File: src/rtl/unified_mem_arbiter.sv
// Arbitrates one single-port synchronous memory between an instruction-fetch port and a data port.
// Data wins by default; a saturating starvation counter forces a fetch grant after STARVE_MAX data wins.
module unified_mem_arbiter #(
    parameter int AW         = 32,
    parameter int DW         = 32,
    parameter int MEM_LAT    = 1,
    parameter int STARVE_MAX = 3
) (
    input  logic          clk,
    input  logic          rst,
    input  logic          if_req,
    input  logic [AW-1:0] if_addr,
    output logic [DW-1:0] if_rdata,
    output logic          if_done,
    input  logic          dm_read,
    input  logic          dm_write,
    input  logic [AW-1:0] dm_addr,
    input  logic [DW-1:0] dm_wdata,
    output logic [DW-1:0] dm_rdata,
    output logic          dm_done,
    output logic          mem_en,
    output logic          mem_we,
    output logic [AW-1:0] mem_addr,
    output logic [DW-1:0] mem_wdata,
    input  logic [DW-1:0] mem_rdata
);

    localparam int LW = $clog2(MEM_LAT + 1);
    localparam int SW = $clog2(STARVE_MAX + 1);

    typedef enum logic [1:0] {
        ST_IDLE   = 2'd0,
        ST_BUSY_I = 2'd1,
        ST_BUSY_D = 2'd2
    } state_t;

    state_t          r_state;
    state_t          w_state_next;
    logic [LW-1:0]   r_lat;
    logic [SW-1:0]   r_starve;
    logic            r_is_write;

    logic            w_dm_req;
    logic            w_cooldown;
    logic            w_starve_ok;
    logic            w_lat_done;
    logic            w_grant_d;
    logic            w_grant_i;

    assign w_dm_req    = dm_read | dm_write;
    // The owner is still dropping its request while its done pulse is high.
    assign w_cooldown  = if_done | dm_done;
    assign w_starve_ok = (r_starve < SW'(STARVE_MAX));
    assign w_lat_done  = (r_lat == LW'(MEM_LAT));

    always_ff @(posedge clk or negedge rst) begin
        if (!rst) begin
            r_state <= ST_IDLE;
        end else begin
            r_state <= w_state_next;
        end
    end

    always_comb begin
        w_state_next = r_state;
        w_grant_d    = 1'b0;
        w_grant_i    = 1'b0;
        unique case (r_state)
            ST_IDLE: begin
                if (!w_cooldown) begin
                    if (w_dm_req && (!if_req || w_starve_ok)) begin
                        w_grant_d    = 1'b1;
                        w_state_next = ST_BUSY_D;
                    end else if (if_req) begin
                        w_grant_i    = 1'b1;
                        w_state_next = ST_BUSY_I;
                    end
                end
            end
            ST_BUSY_I, ST_BUSY_D: begin
                if (w_lat_done) begin
                    w_state_next = ST_IDLE;
                end
            end
            default: w_state_next = ST_IDLE;
        endcase
    end

    always_ff @(posedge clk or negedge rst) begin
        if (!rst) begin
            mem_en     <= 1'b0;
            mem_we     <= 1'b0;
            mem_addr   <= '0;
            mem_wdata  <= '0;
            if_rdata   <= '0;
            if_done    <= 1'b0;
            dm_rdata   <= '0;
            dm_done    <= 1'b0;
            r_lat      <= '0;
            r_starve   <= '0;
            r_is_write <= 1'b0;
        end else begin
            mem_en  <= 1'b0;
            if_done <= 1'b0;
            dm_done <= 1'b0;

            if (w_grant_d) begin
                // A simultaneous read and write collapses into a single write.
                mem_en     <= 1'b1;
                mem_we     <= dm_write;
                mem_addr   <= dm_addr;
                mem_wdata  <= dm_wdata;
                r_is_write <= dm_write;
                r_lat      <= '0;
                if (if_req && w_starve_ok) begin
                    r_starve <= r_starve + SW'(1);
                end
            end else if (w_grant_i) begin
                mem_en   <= 1'b1;
                mem_we   <= 1'b0;
                mem_addr <= if_addr;
                r_lat    <= '0;
                r_starve <= '0;
            end

            if (r_state != ST_IDLE) begin
                if (w_lat_done) begin
                    if (r_state == ST_BUSY_I) begin
                        if_rdata <= mem_rdata;
                        if_done  <= 1'b1;
                    end else begin
                        dm_done <= 1'b1;
                        if (!r_is_write) begin
                            dm_rdata <= mem_rdata;
                        end
                    end
                end else begin
                    r_lat <= r_lat + LW'(1);
                end
            end
        end
    end

endmodule
File: config.mk
export PLATFORM = sky130hd
export DESIGN_NAME = unified_mem_arbiter
export DESIGN_NICKNAME = d
export VERILOG_FILES = /design/src/rtl/unified_mem_arbiter.sv
export SDC_FILE = /design/constraint.sdc
export NUM_CORES = 1
export LEC_CHECK = 0
export CORE_ASPECT_RATIO = 0.5
export CORE_UTILIZATION = 38
export CTS_CLUSTER_SIZE = 40
export DETAILED_ROUTE_END_ITERATION = 8
export HOLD_SLACK_MARGIN = 0.06
export PLACE_DENSITY = 0.73
export SYNTH_ARGS = -nofsm -noshare
export SYNTH_HDL_FRONTEND = slang
export SYNTH_SLANG_ARGS = --single-unit
File: constraint.sdc
create_clock -name clk -period 1.9 [get_ports clk]
set_clock_uncertainty 0.1 [all_clocks]
set_input_delay 0.57 -clock clk [delete_from_list [all_inputs] [get_ports clk]]
set_output_delay 0.57 -clock clk [all_outputs]
set_load 0.01 [all_outputs]
==> run summary <==
Boundary Pins = 265
Num CTS Buffers = 17
vias = 4,286
Tcrit/Tclk final = 99.8%
FP Rows = 32
Crit. Startpoint = r_state[0]
footprint of the multi-input gates = 2590 um2
first-pass GRT wire length = 25.3 mm
via count of the first global-routing pass = 4,683
Root Buffer = clkbuf_16
Antenna Nets Post-Route = 0
CP endpoint kind = flip-flop
flops & latches, synth = 138
HP Class = reg -> reg
Die H = 91.5 um
Synth cell types = 32
diodes inserted = 0
CTS clk-pin slew, worst paths = 0.06 ns
Logic pwr share = 48.9%
pre-CTS WS = -0.316 ns
routed wire length = 16.4 mm
Worst R2R Path Depth = 7
post-synth top area share = 56.8%
CP Data Arrival Time = 2.09 ns
final hold violation count = 0
register area share after synthesis = 56.8%
drc violations = 0
CP max FO = 6
hold_ws = 0.382 ns
register cell area after layout = 3450 um2
Avg Synthesized Cell Area = 15.6 um2
top-count cell post-synth = dfrtp_1
Fillers = 1,157
Post-layout nets = 824
Worst-Skew Late Latency = 0.41 ns
Starting DRT DRC Count = 99
clock power share = 20.8%
Final Worst Setup Slack = 0.00384 ns
Area Growth Syn to Fin = 64.2%
Syn Std Cell Area = 6080 um2
Final setup viols = 0
fin cells = 905
Synth area leader = dfrtp_1
Post-synth top flop = dfrtp_1
Finished Core Util = 64.3%
antenna violations before repair = 0
Net Sw Power = 0.00560 W
Overflow after GRT = 0
die span in x = 181 um
Synth Instances = 390
placed cells = 861
Crit Reg-Reg Endpoint = dm_rdata[5]
RSZ-0062 raised after global routing = yes
crit path to = dm_rdata[5]
min cycle time layout = 1.90 ns
Setup TNS = 0 ns
origin of the critical flop-to-flop path = r_state[0]
Max Transition Viols Final = 0
Port Buffers = 264
largest net degree at the start of global routing = 41
Leak = 4.50 nW
power per cell area = 1760 nW/um2
Least-Margin Pin Slew = 0.395 ns
outcome = finished, final reports clean
worst vdd ir = 0.000946 V
synth cell count leaders = dfrtp_1, mux2_2, mux2i_1, nand2b_1, mux2_1
Core ar. = 15,500 um2
sequential fraction of design power = 30.4%
GRT Total Usage = 20.1%
Starting Density = 39.2%
Post-DP HPWL = 11.4 mm
Vias per Instance = 4.74
Post-synth EDFFs = 0
Longest Clk Path Bufs = 2
P_int = 0.0120 W
switching part of the total = 31.8%
Req. time, crit path = 2.09 ns
DR WL/cell = 18.1 um
Max Fclk = 0.527 GHz
largest cells by area after synthesis = dfrtp_1, mux2_4, a2bb2oi_2, mux2_2, mux2_1
maxcap violations = 0
Slew HR = 73.6%
Reg2Reg Setup Slack = 0.004 ns
WS Path Type = reg -> reg
CTS tree = built
Die Area = 16,500 um2
Yosys Warn Count = 0
htree depth = 4
FFs w/ async S/R, synth = 100%
synthesized net count = 526
# clock sinks = 138
DRT Pass-1 Iters = 4
CP startpoint kind = flip-flop
proportion of layout cells with a drive suffix above 1 = 29.4%
Routability Congestion = 0.745
## per-stage QoR
stage          power (W)  area, um2
2_1_floorplan    0.00974       6080
3_3_place_gp      0.0138       9150
3_5_place_dp      0.0140       9150
4_1_cts           0.0170       9750
5_1_grt           0.0185       9990
6_report          0.0176       9990
## power by group through the flow
stage | Clock (W) | Combinational [W] | Sequential [W]
2_1_floorplan | 0 | 0.00380 | 0.00595
3_3_place_gp | 0 | 0.00848 | 0.00532
3_5_place_dp | 0 | 0.00865 | 0.00535
4_1_cts | 0.00373 | 0.00793 | 0.00531
5_1_grt | 0.00386 | 0.00908 | 0.00554
6_report | 0.00366 | 0.00860 | 0.00534
## state kept, by name, indices dropped and copies added, names as in the netlist
register,count
if_rdata,32
dm_done,1
if_done,1
r_lat,1
mem_addr,32
r_state,2
mem_en,1
mem_we,1
mem_wdata,32
r_is_write,1
dm_rdata,32
r_starve,2
## area by class of cell
type	instances	area share, %
multi-input cells	222	25.9
inverters	5	0.188
well taps	204	2.56
flip-flops and latches	138	34.6
clock inverters	11	1.93
repair buffers	304	30.2
clock buffers	21	4.61
## kinds of logic (layout without fill, tap and decap cells)
| family | after synthesis | count (layout) | share of synthesized area, % |
|---|---|---|---|
| AOI/OAI and AO/OA | 42 | 42 | 9.15 |
| buffers and inverters | 30 | 341 | 3.35 |
| and+or+nand+nor | 47 | 47 | 4.92 |
| muxes | 130 | 130 | 25.2 |
| adders and majority gates | 3 | 3 | 0.617 |
| DFF | 138 | 138 | 56.8 |
## critical path, stage by stage (launching register included)
cell and delay, ns:
dfrtp_1 0.39, inv_2 0.07, ha_4 0.17, nor3b_4 0.21, nor2b_4 0.24, buf_12 0.15, clkbuf_16 0.15, mux2_4 0.30
## worst min path at each step
stage | startpoint | end | slack, ns | cells past startpoint
2_1_floorplan | rst | dm_done | 0.17 | 0
3_3_place_gp | r_starve[1] | r_starve[1] | 0.37 | 1
3_5_place_dp | dm_rdata[5] | dm_rdata[5] | 0.37 | 1
4_1_cts | dm_rdata[5] | dm_rdata[5] | 0.38 | 1
5_1_grt | r_starve[1] | r_starve[1] | 0.41 | 1
6_report | r_starve[1] | r_starve[1] | 0.38 | 1
## cell usage in the layout (no fill, tap or decap), types with 3 or more instances in the layout
cell type | netlist | final
nand2b_1 | 33 | 33
bufinv_16 | 0 | 5
clkdlybuf4s50_1 | 0 | 131
mux2_2 | 37 | 35
buf_12 | 0 | 12
buf_4 | 3 | 19
clkbuf_16 | 0 | 20
buf_6 | 9 | 5
inv_1 | 5 | 3
a2bb2oi_2 | 28 | 28
mux2i_1 | 33 | 33
mux2_4 | 29 | 61
a2bb2oi_1 | 5 | 5
dfrtp_1 | 138 | 138
dlygate4sd2_1 | 0 | 132
## repair_timing
action / 4_1_cts / 5_1_grt
cloned: 1 / 3
setup buffers: 4 / 3
gates resized for setup: 138 / 37
setup endpoints to repair: 178 / 66
pin swaps: 2 / 2
endpoints found under the hold margin: 32 / 0
hold buffers: 1 / 0
## layer usage
layer  vias to the layer above  share of wire [%]  global-route usage, %
li1                       1993                  -                      -
met1                      2172                 40                   23.0
met2                       100                 54                   36.5
met3                        21                3.5                   4.33
met4                         0                2.0                   8.40
met5                         -                  0                      0
(Power assumes the default switching activity.)
